$ cat src/rtl/cpu_mem_pkg.sv
// Shared encodings for the CPU memory path: access sizes, arbiter states and alignment rule.
package cpu_mem_pkg;

   localparam logic [1:0] SIZE_BYTE = 2'b00;
   localparam logic [1:0] SIZE_HALF = 2'b01;
   localparam logic [1:0] SIZE_WORD = 2'b10;
   localparam logic [1:0] SIZE_RSVD = 2'b11;

   typedef enum logic [1:0] {
      ARB_IDLE   = 2'd0,
      ARB_ACCESS = 2'd1,
      ARB_DONE   = 2'd2
   } arb_state_e;

   typedef enum logic {
      OWNER_IF = 1'b0,
      OWNER_DM = 1'b1
   } arb_owner_e;

   // An access is bad if it is not naturally aligned for its size or uses the reserved size.
   function automatic logic is_misaligned(input logic [1:0] size, input logic [1:0] addr_lo);
      logic bad;
      case (size)
         SIZE_BYTE: bad = 1'b0;
         SIZE_HALF: bad = addr_lo[0];
         SIZE_WORD: bad = (addr_lo != 2'b00);
         default:   bad = 1'b1;
      endcase
      return bad;
   endfunction

endpackage

$ cat src/rtl/ram_arb_pick.sv
// Winner select between fetch and data requests; data wins unless fetch has waited too long.
module ram_arb_pick
   import cpu_mem_pkg::*;
#(
   parameter int unsigned STARVE_MAX = 4,
   parameter int unsigned CNT_W      = 3
) (
   input  logic             if_req,
   input  logic             dm_req,
   input  logic [CNT_W-1:0] starve_cnt,
   output logic             pick_if_c,
   output logic             pick_dm_c
);

   always_comb begin
      pick_dm_c = 1'b0;
      pick_if_c = 1'b0;
      if (dm_req && (!if_req || (starve_cnt < CNT_W'(STARVE_MAX)))) begin
         pick_dm_c = 1'b1;
      end else if (if_req) begin
         pick_if_c = 1'b1;
      end
   end

endmodule

$ cat src/rtl/ram_port_arbiter.sv
// Shares one single-port RAM between instruction fetch and data load/store, holding each
// access for MEM_LAT cycles and returning data with a one-cycle done pulse per requester.
module ram_port_arbiter
   import cpu_mem_pkg::*;
#(
   parameter int unsigned ADDR_W     = 9,
   parameter int unsigned DATA_W     = 32,
   parameter int unsigned MEM_LAT    = 2,
   parameter int unsigned STARVE_MAX = 4
) (
   input  logic              clk,
   input  logic              reset,
   input  logic              if_req,
   input  logic [ADDR_W-1:0] if_addr,
   output logic              if_gnt,
   output logic              if_done,
   output logic [DATA_W-1:0] if_rdata,
   output logic              if_err,
   input  logic              dm_req,
   input  logic              dm_we,
   input  logic [1:0]        dm_size,
   input  logic [ADDR_W-1:0] dm_addr,
   input  logic [DATA_W-1:0] dm_wdata,
   output logic              dm_gnt,
   output logic              dm_done,
   output logic [DATA_W-1:0] dm_rdata,
   output logic              dm_err,
   output logic              ram_en,
   output logic              ram_we,
   output logic [1:0]        ram_size,
   output logic [ADDR_W-1:0] ram_addr,
   output logic [DATA_W-1:0] ram_wdata,
   input  logic [DATA_W-1:0] ram_rdata,
   output logic              busy
);

   localparam int unsigned LAT_W = (MEM_LAT > 1) ? $clog2(MEM_LAT) : 1;
   localparam int unsigned CNT_W = $clog2(STARVE_MAX + 1);

   arb_state_e        state_q, state_d;
   arb_owner_e        owner_q, owner_d;
   logic [LAT_W-1:0]  lat_q, lat_d;
   logic [CNT_W-1:0]  starve_q, starve_d;
   logic              ram_en_q, ram_en_d;
   logic              ram_we_q, ram_we_d;
   logic [1:0]        ram_size_q, ram_size_d;
   logic [ADDR_W-1:0] ram_addr_q, ram_addr_d;
   logic [DATA_W-1:0] ram_wdata_q, ram_wdata_d;
   logic              if_gnt_q, if_gnt_d, dm_gnt_q, dm_gnt_d;
   logic              if_done_q, if_done_d, dm_done_q, dm_done_d;
   logic              if_err_q, if_err_d, dm_err_q, dm_err_d;
   logic [DATA_W-1:0] if_rdata_q, if_rdata_d, dm_rdata_q, dm_rdata_d;
   logic              busy_q, busy_d;
   logic              pick_if_c, pick_dm_c;
   logic              if_bad_c, dm_bad_c;

   ram_arb_pick #(
      .STARVE_MAX (STARVE_MAX),
      .CNT_W      (CNT_W)
   ) u_pick (
      .if_req     (if_req),
      .dm_req     (dm_req),
      .starve_cnt (starve_q),
      .pick_if_c  (pick_if_c),
      .pick_dm_c  (pick_dm_c)
   );

   assign if_bad_c = is_misaligned(SIZE_WORD, if_addr[1:0]);
   assign dm_bad_c = is_misaligned(dm_size, dm_addr[1:0]);

   always_comb begin
      state_d     = state_q;
      owner_d     = owner_q;
      lat_d       = lat_q;
      starve_d    = starve_q;
      ram_en_d    = ram_en_q;
      ram_we_d    = ram_we_q;
      ram_size_d  = ram_size_q;
      ram_addr_d  = ram_addr_q;
      ram_wdata_d = ram_wdata_q;
      if_gnt_d    = 1'b0;
      dm_gnt_d    = 1'b0;
      if_done_d   = 1'b0;
      dm_done_d   = 1'b0;
      if_err_d    = 1'b0;
      dm_err_d    = 1'b0;
      if_rdata_d  = if_rdata_q;
      dm_rdata_d  = dm_rdata_q;

      case (state_q)
         ARB_IDLE: begin
            if (!if_req) begin
               starve_d = '0;
            end
            if (pick_dm_c) begin
               owner_d  = OWNER_DM;
               dm_gnt_d = 1'b1;
               if (if_req && (starve_q != CNT_W'(STARVE_MAX))) begin
                  starve_d = starve_q + CNT_W'(1);
               end
               if (dm_bad_c) begin
                  // Rejected before reaching RAM: report immediately.
                  dm_done_d  = 1'b1;
                  dm_err_d   = 1'b1;
                  dm_rdata_d = '0;
                  state_d    = ARB_DONE;
               end else begin
                  ram_en_d    = 1'b1;
                  ram_we_d    = dm_we;
                  ram_size_d  = dm_size;
                  ram_addr_d  = dm_addr;
                  ram_wdata_d = dm_wdata;
                  lat_d       = LAT_W'(MEM_LAT - 1);
                  state_d     = ARB_ACCESS;
               end
            end else if (pick_if_c) begin
               owner_d  = OWNER_IF;
               if_gnt_d = 1'b1;
               starve_d = '0;
               if (if_bad_c) begin
                  if_done_d  = 1'b1;
                  if_err_d   = 1'b1;
                  if_rdata_d = '0;
                  state_d    = ARB_DONE;
               end else begin
                  ram_en_d    = 1'b1;
                  ram_we_d    = 1'b0;
                  ram_size_d  = SIZE_WORD;
                  ram_addr_d  = if_addr;
                  ram_wdata_d = '0;
                  lat_d       = LAT_W'(MEM_LAT - 1);
                  state_d     = ARB_ACCESS;
               end
            end
         end

         ARB_ACCESS: begin
            if (lat_q == '0) begin
               ram_en_d = 1'b0;
               state_d  = ARB_DONE;
               if (owner_q == OWNER_DM) begin
                  dm_done_d = 1'b1;
                  if (!ram_we_q) begin
                     dm_rdata_d = ram_rdata;
                  end
               end else begin
                  if_done_d  = 1'b1;
                  if_rdata_d = ram_rdata;
               end
            end else begin
               lat_d = lat_q - LAT_W'(1);
            end
         end

         ARB_DONE: begin
            state_d = ARB_IDLE;
         end

         default: begin
            state_d = ARB_IDLE;
         end
      endcase

      busy_d = (state_d != ARB_IDLE);
   end

   always_ff @(posedge clk or posedge reset) begin
      if (reset) begin
         state_q     <= ARB_IDLE;
         owner_q     <= OWNER_IF;
         lat_q       <= '0;
         starve_q    <= '0;
         ram_en_q    <= 1'b0;
         ram_we_q    <= 1'b0;
         ram_size_q  <= '0;
         ram_addr_q  <= '0;
         ram_wdata_q <= '0;
         if_gnt_q    <= 1'b0;
         dm_gnt_q    <= 1'b0;
         if_done_q   <= 1'b0;
         dm_done_q   <= 1'b0;
         if_err_q    <= 1'b0;
         dm_err_q    <= 1'b0;
         if_rdata_q  <= '0;
         dm_rdata_q  <= '0;
         busy_q      <= 1'b0;
      end else begin
         state_q     <= state_d;
         owner_q     <= owner_d;
         lat_q       <= lat_d;
         starve_q    <= starve_d;
         ram_en_q    <= ram_en_d;
         ram_we_q    <= ram_we_d;
         ram_size_q  <= ram_size_d;
         ram_addr_q  <= ram_addr_d;
         ram_wdata_q <= ram_wdata_d;
         if_gnt_q    <= if_gnt_d;
         dm_gnt_q    <= dm_gnt_d;
         if_done_q   <= if_done_d;
         dm_done_q   <= dm_done_d;
         if_err_q    <= if_err_d;
         dm_err_q    <= dm_err_d;
         if_rdata_q  <= if_rdata_d;
         dm_rdata_q  <= dm_rdata_d;
         busy_q      <= busy_d;
      end
   end

   assign if_gnt    = if_gnt_q;
   assign if_done   = if_done_q;
   assign if_rdata  = if_rdata_q;
   assign if_err    = if_err_q;
   assign dm_gnt    = dm_gnt_q;
   assign dm_done   = dm_done_q;
   assign dm_rdata  = dm_rdata_q;
   assign dm_err    = dm_err_q;
   assign ram_en    = ram_en_q;
   assign ram_we    = ram_we_q;
   assign ram_size  = ram_size_q;
   assign ram_addr  = ram_addr_q;
   assign ram_wdata = ram_wdata_q;
   assign busy      = busy_q;

endmodule

$ cat config.mk
export PLATFORM = sky130hd
export DESIGN_NAME = ram_port_arbiter
export DESIGN_NICKNAME = d
export VERILOG_FILES = /design/src/rtl/cpu_mem_pkg.sv /design/src/rtl/ram_arb_pick.sv /design/src/rtl/ram_port_arbiter.sv
export SDC_FILE = /design/constraint.sdc
export NUM_CORES = 1
export LEC_CHECK = 0
export ABC_AREA = 0
export ABC_CLOCK_PERIOD_IN_PS = 12600
export CORE_MARGIN = 3
export CORE_UTILIZATION = 47
export DETAILED_ROUTE_END_ITERATION = 10
export PLACE_DENSITY_LB_ADDON = 0.08
export SLEW_MARGIN = 30
export SYNTH_ARGS = -nofsm -noshare
export SYNTH_HDL_FRONTEND = slang
export SYNTH_SLANG_ARGS = --single-unit
$ cat constraint.sdc
create_clock -name clk -period 12.6 [get_ports clk]
set_input_delay 3.15 -clock clk [delete_from_list [all_inputs] [get_ports clk]]
set_output_delay 3.15 -clock clk [all_outputs]
set_load 0.005 [all_outputs]
==> results.yml, run 1 <==
synth:
  number_of_enable_flip_flop_cells_after_synthesis: 0
  post_synthesis_net_count: 519
  yosysTopAreaCell: "sky130_fd_sc_hd__dfrtp_1"
  yosysTopAreaCellShare_pct: 57.7
  postSynthAreaPerCell_um2: 12.5
  synth.yosys.seq_area_share_pct: 57.7
  synth.ff_latch_count: 123
  ys_top_cells_by_count: "sky130_fd_sc_hd__dfrtp_1 (123), sky130_fd_sc_hd__nand2_1 (45), sky130_fd_sc_hd__inv_1 (38)"
  largest_cells_by_area_after_synthesis: "sky130_fd_sc_hd__dfrtp_1 (58%), sky130_fd_sc_hd__mux2i_1 (6.4%), sky130_fd_sc_hd__a22o_1 (5.4%)"
  ys.flop_type: "sky130_fd_sc_hd__dfrtp_1"
  ys_types: 41
  synthesis.area_um2: 5330
  post_synth_inst_count: 428
  yosysWarnings: 0
  async_reset_ff_share_pct: 100
  yosys.cell_count.top_type: "sky130_fd_sc_hd__dfrtp_1"
timing:
  timing.final.hold_violations: 0
  unrepaired_setup_endpoints_after_global_routing: "no"
  timing.final.crit_period_ns: 5.52
  total_negative_slack_for_setup_checks_ns: 0
  max_slew_margin_pct: 46.1
  setup_viol: 0
  layout_worst_path_cycle_share_pct: 43.8
  slew_worst_pin_ns: 0.809
  max_clock_freq_ghz: 0.181
  final-max-slew-violation-count: 0
  post-route-worst-setup-slack_ns: 7.08
  clock_skew_ns: 0.00894
  timing.hold.ws_ns: 0.498
cts:
  cts_setup_buffers: 0
  cts-root-buf: "sky130_fd_sc_hd__clkbuf_16"
  htree_levels: 4
  cts_tree: "yes"
  cts_resized: 0
  inserted_clock_buffers: 17
  cts.sinks: 123
  cts_hold_repair.buffers: 0
  clockBufferDepth: 2
  clock_pin_transition_on_the_worst_setup_and_hold_timing_paths_ns: 0.06
  clk_latency_ns: 0.41
placed_design:
  post_detail_place_hpwl_um: 9410
  dpl_worst_slack_ns: 6.31
  port-buffer-count: 204
  placement.cell_area_um2: 7380
  finalWeightedCongestion: 0.804
pwr:
  irDropWorstVdd_uv: 188
  power.sequential.fraction_pct: 36.1
  total_internal_power_mw: 1.33
  pwr-share-comb_pct: 37.2
  pwr-share-clk_pct: 26.7
  p_switching_uw: 544
  power.density_nw_per_um2: 234
  switching_share_pct: 29.1
  leakagePower_nw: 3.44
floorplanning:
  die_h_um: 113
  floorplan.die_area_um2: 12700
  initial_utilization_pct: 48.5
  fp.coreArea_um2: 11000
  floorplan.die.width_um: 113
  num_rows: 38
  io-pin-count: 205
worst_hold_path:
  worst_hold_startpoint: "dm_rdata[23]$_DFFE_PP0P_"
  whs_path_depth: 1
  timing.hold.worst.class: "register to register"
status:
  outcome: "complete, no violations"
cells_and_area:
  antenna_cells: 0
  final_design_area_no_fill_um2: 8000
  num-fill-cells: 793
  area_overhead_of_the_layout_relative_to_synthesis_pct: 50.1
  fin_nets: 718
  final_core_utilization_pct: 72.9
  ratio_of_cells_with_drive_above_1_in_the_final_layout_pct: 10.8
detailed_routing:
  routedWlPerCell_um: 18.0
  routed_wl_um: 14000
  routed.top_layer: "met4"
  detail-route-antenna-nets: 0
  route.detailed.vias_per_inst: 5.25
  dr.pass1.iters: 4
  drt_first_iter_violations: 320
  drc_violations_left: 0
  dr_wl_met3_um: 939
  num_vias: 4087
  route.met2.wl_um: 7040
  detail_route.wirelength.met1_um: 5890
global_route:
  pin_count_of_the_biggest_net_entering_global_routing: 65
  grt_pass1_vias: 4366
  antenna_found_initial: 0
  grt_usage_pct: 22.9
  global_route_congestion_overflow_total: 0
  grt_pass1_wl_um: 23000
critical_path:
  worstPathArrival_ns: 5.82
  critical_path.max_fanout: 49
  timing.reg2reg.worst_path_depth: 6
  timing.critical_path.required_ns: 12.89
  timing.critical_path.from: "if_req"
  startpoint_type: "input pin"
  path_class: "input pin to register"
  setup.worst_path.end_class: "register"
  worst_r2r_startpoint: "starve_q[2]$_DFFE_PP0N_"
flow_run:
  max_cap_violations: 0
[routing by layer]
metal  vias to the layer above  track usage [%]
met3                        10             7.87
met1                      2027             29.5
li1                       1917                -
met4                         0             6.49
met2                       133             37.2
met5                         -                0
[through the flow]
stage	power, mW	cells
after detailed placement	1.38	747
after CTS	1.89	777
after global routing	1.97	778
after floorplan	0.971	428
after global placement	1.36	747
final	1.87	778
[cells in the final DEF (no fill, tap or decap), drive strengths merged, types with 2 or more instances in the layout]
master	instances
a22oi	32
nand2b	3
o21ai	2
a21oi	4
nand3	2
mux2	19
nor3	4
inv	39
clkbuf	22
clkinv	5
dfrtp	123
mux2i	34
buf	7
o2bb2ai	32
bufinv	3
clkdlybuf4s50	204
nor2	7
or2	2
ha	2
nand2	45
a22o	33
o31ai	2
[kinds of logic (layout without fill, tap and decap cells)]
| group | Yosys count | after routing | synth area share [%] |
|---|---|---|---|
| buffers and inverters | 70 | 280 | 7.32 |
| muxes | 53 | 53 | 10.8 |
| and+or+nand+nor | 69 | 69 | 5.98 |
| DFF | 123 | 123 | 57.7 |
| AOI/OAI and AO/OA | 111 | 111 | 17.7 |
| adders and majority gates | 2 | 2 | 0.469 |
[power by group through the flow]
| stage | logic [mW] | registers, mW | clock network, mW |
|---|---|---|---|
| finish | 0.697 | 0.675 | 0.500 |
| global route | 0.752 | 0.698 | 0.525 |
| CTS | 0.708 | 0.675 | 0.505 |
| detailed placement | 0.705 | 0.672 | 0 |
| global placement | 0.688 | 0.671 | 0 |
| floorplan | 0.304 | 0.667 | 0 |
[registers in the layout, summed over array words and instances (netlist names), 2 cells and up]
signal / cells
starve_q: 3
state_q: 2
ram_wdata: 32
ram_size: 2
dm_rdata: 32
if_rdata: 32
ram_addr: 9
[worst max-delay path: stages]
cell and delay [ns]:
sky130_fd_sc_hd__clkdlybuf4s50_1 0.56, sky130_fd_sc_hd__a21boi_4 0.18, sky130_fd_sc_hd__buf_4 0.43, sky130_fd_sc_hd__nand2_1 0.26
sky130_fd_sc_hd__o32ai_4 0.31, sky130_fd_sc_hd__buf_4 0.51, sky130_fd_sc_hd__mux2_2 0.39
[layout make-up]
type,count,area [um^2],share of cell area (%)
Tap cell,140,175,2.19
Clock inverter,8,115,1.44
Timing Repair Buffer,211,2100,26.2
Multi-Input combinational cell,235,1890,23.7
Inverter,39,149,1.86
Sequential cell,123,3080,38.5
Clock buffer,22,494,6.17
[path summary, 6_finish.rpt]
| check | to | slack, ns |
|---|---|---|
| setup / recovery | ram_addr[8]$_DFFE_PP0P_ | 7.08 |
| min in group asynchronous | ram_wdata[27]$_DFFE_PP0P_ | 3.22 |
| setup reg to reg | ram_addr[8]$_DFFE_PP0P_ | 9.99 |
| max in group asynchronous | if_rdata[25]$_DFFE_PP0P_ | 8.07 |
| hold / removal | dm_rdata[23]$_DFFE_PP0P_ | 0.50 |
| hold reg to reg | dm_rdata[23]$_DFFE_PP0P_ | 0.50 |
Note: power is estimated with default switching activity, not from simulation.
==> run 2: changes to the inputs <==
--- a/config.mk
+++ b/config.mk
@@ -6,9 +6,9 @@
 export NUM_CORES = 1
 export LEC_CHECK = 0
 export ABC_AREA = 0
-export ABC_CLOCK_PERIOD_IN_PS = 12600
+export ABC_CLOCK_PERIOD_IN_PS = 5200
 export CORE_MARGIN = 3
-export CORE_UTILIZATION = 47
+export CORE_UTILIZATION = 44
 export DETAILED_ROUTE_END_ITERATION = 10
 export PLACE_DENSITY_LB_ADDON = 0.08
 export SLEW_MARGIN = 30
==> constraint.sdc (replaced) <==
create_clock -name clk -period 5.2 [get_ports clk]
set_input_delay 1.3 -clock clk [delete_from_list [all_inputs] [get_ports clk]]
set_output_delay 1.3 -clock clk [all_outputs]
set_load 0.005 [all_outputs]
==> results.yml, run 2 (synthesis gave the netlist of run 1 again) <==
status:
  outcome: "complete, no violations"
cts:
  htree_levels: 4
  cts_hold_repair.buffers: 0
  inserted_clock_buffers: 17
  clk_latency_ns: 0.41
  cts_resized: 0
  cts-root-buf: "sky130_fd_sc_hd__clkbuf_16"
  cts_setup_buffers: 0
  cts.sinks: 123
  clock_pin_transition_on_the_worst_setup_and_hold_timing_paths_ns: 0.05
  cts_tree: "yes"
  clockBufferDepth: 2
critical_path:
  worstPathArrival_ns: 3.56
  timing.reg2reg.worst_path_depth: 4
  startpoint_type: "input pin"
  critical_path.slowest_cell: "sky130_fd_sc_hd__buf_4"
  worst_path_largest_cell_delay_ns: 0.61
  path_class: "input pin to register"
  cp_cell_sequence: "clkdlybuf4s50_1, nor3_1, nor2_1, o32ai_4, buf_4, mux2_2"
  critical_path.max_fanout: 44
  setup.worst_path.end_class: "register"
  timing.critical_path.required_ns: 5.49
pwr:
  irDropWorstVdd_uv: 280
  power.density_nw_per_um2: 569
  leakagePower_nw: 3.44
cells_and_area:
  ratio_of_cells_with_drive_above_1_in_the_final_layout_pct: 10.5
  antenna_cells: 0
  layoutNonFillerInstCount: 782
  fin_nets: 718
  commonest_cells_after_routing_fill_and_taps_aside: "sky130_fd_sc_hd__clkdlybuf4s50_1 (204), sky130_fd_sc_hd__dfrtp_1 (123), sky130_fd_sc_hd__nand2_1 (45)"
  final_core_utilization_pct: 69.0
  area_overhead_of_the_layout_relative_to_synthesis_pct: 50.3
  layout_commonest_cell: "sky130_fd_sc_hd__clkdlybuf4s50_1"
detailed_routing:
  route.detailed.vias_per_inst: 5.32
  num_vias: 4159
  drc_violations_left: 0
  detail-route-antenna-nets: 0
  routedWlPerCell_um: 18.2
  dr.pass1.iters: 5
  routed_wl_um: 14200
  drt_first_iter_violations: 306
floorplanning:
  die_h_um: 116
  fp.coreArea_um2: 11600
  initial_utilization_pct: 45.9
  floorplan.die.width_um: 116
  num_rows: 39
  floorplan.die_area_um2: 13500
  io-pin-count: 205
timing:
  total_negative_slack_for_setup_checks_ns: 0
  max_slew_margin_pct: 51.1
  setup_viol: 0
  slew_worst_pin_ns: 0.732
  timing.final.crit_period_ns: 3.27
  timing.final.hold_violations: 0
  final-max-slew-violation-count: 0
  clock_skew_ns: 0.00594
  max_clock_freq_ghz: 0.306
  layout_worst_path_cycle_share_pct: 62.9
  unrepaired_setup_endpoints_after_global_routing: "no"
  timing.hold.ws_ns: 0.498
placed_design:
  post_detail_place_hpwl_um: 9460
  finalWeightedCongestion: 0.787
  place_inst: 751
  port-buffer-count: 204
global_route:
  antenna_found_initial: 0
  grt_usage_pct: 21.8
  grt_pass1_vias: 4280
  global_route_congestion_overflow_total: 0
  grt_pass1_wl_um: 22600
  pin_count_of_the_biggest_net_entering_global_routing: 79
flow_run:
  max_cap_violations: 0
worst_hold_path:
  timing.hold.worst.class: "register to register"
  whs_path_depth: 1
run 2: cell count changes in the layout (fill, tap and decap cells not counted):
cell	change
sky130_fd_sc_hd__clkbuf_1	+3
sky130_fd_sc_hd__clkbuf_8	-2
sky130_fd_sc_hd__buf_4	+1
sky130_fd_sc_hd__buf_6	-1
sky130_fd_sc_hd__bufinv_16	+1
sky130_fd_sc_hd__clkinv_2	-1
sky130_fd_sc_hd__inv_4	-1
sky130_fd_sc_hd__inv_6	+1
run 2: critical path: cells and delay by family:
kind / cells / cell delay [ns]
compound gates: 1 / 0.14
buf+inv: 2 / 1.05
mux: 1 / 0.41
simple gates: 2 / 0.63
run 2: power breakdown:
| group | internal [mW] | total [mW] | leakage [nW] | switching [mW] |
|---|---|---|---|---|
| Clock | 0.834 | 1.24 | 0.307 | 0.406 |
| Sequential | 1.35 | 1.63 | 1.62 | 0.279 |
| Combinational | 1.05 | 1.69 | 1.51 | 0.637 |
run 2: routing by layer:
layer	up-vias	global-route usage (%)	part of all wire, %
met2	141	34.6	50
met4	0	6.81	1.5
li1	1923	-	-
met3	14	7.83	7.2
met1	2081	28.1	42
met5	-	0	0
run 2: final timing paths:
check,start,end,slack (ns)
setup / recovery,dm_size[0],ram_addr[8]$_DFFE_PP0P_,1.93
hold / removal,dm_rdata[24]$_DFFE_PP0P_,dm_rdata[24]$_DFFE_PP0P_,0.50
setup reg to reg,state_q[1]$_DFF_PP0_,ram_addr[8]$_DFFE_PP0P_,2.88
hold reg to reg,dm_rdata[24]$_DFFE_PP0P_,dm_rdata[24]$_DFFE_PP0P_,0.50
max in group asynchronous,reset,ram_we$_DFFE_PP0P_,2.99
min in group asynchronous,reset,ram_wdata[9]$_DFFE_PP0P_,1.38
run 2: cell type report:
class                   count  area, um^2
clock buffers              23         478
clock inverters             8         140
fillers                   878        3600
inverters                  39         151
multi-input cells         235        1890
flip-flops and latches    123        3080
well taps                 143         179
repair buffers            211        2090
run 2: through the flow:
| step | setup WS, ns | cell area (um^2) | total power, mW |
|---|---|---|---|
| after floorplan | 0.629 | 5330 | 2.35 |
| after global placement | 1.54 | 7390 | 3.30 |
| after detailed placement | 1.53 | 7390 | 3.34 |
| after CTS | 1.93 | 8010 | 4.60 |
| after global routing | 1.76 | 8020 | 4.82 |
| final | 1.93 | 8020 | 4.56 |
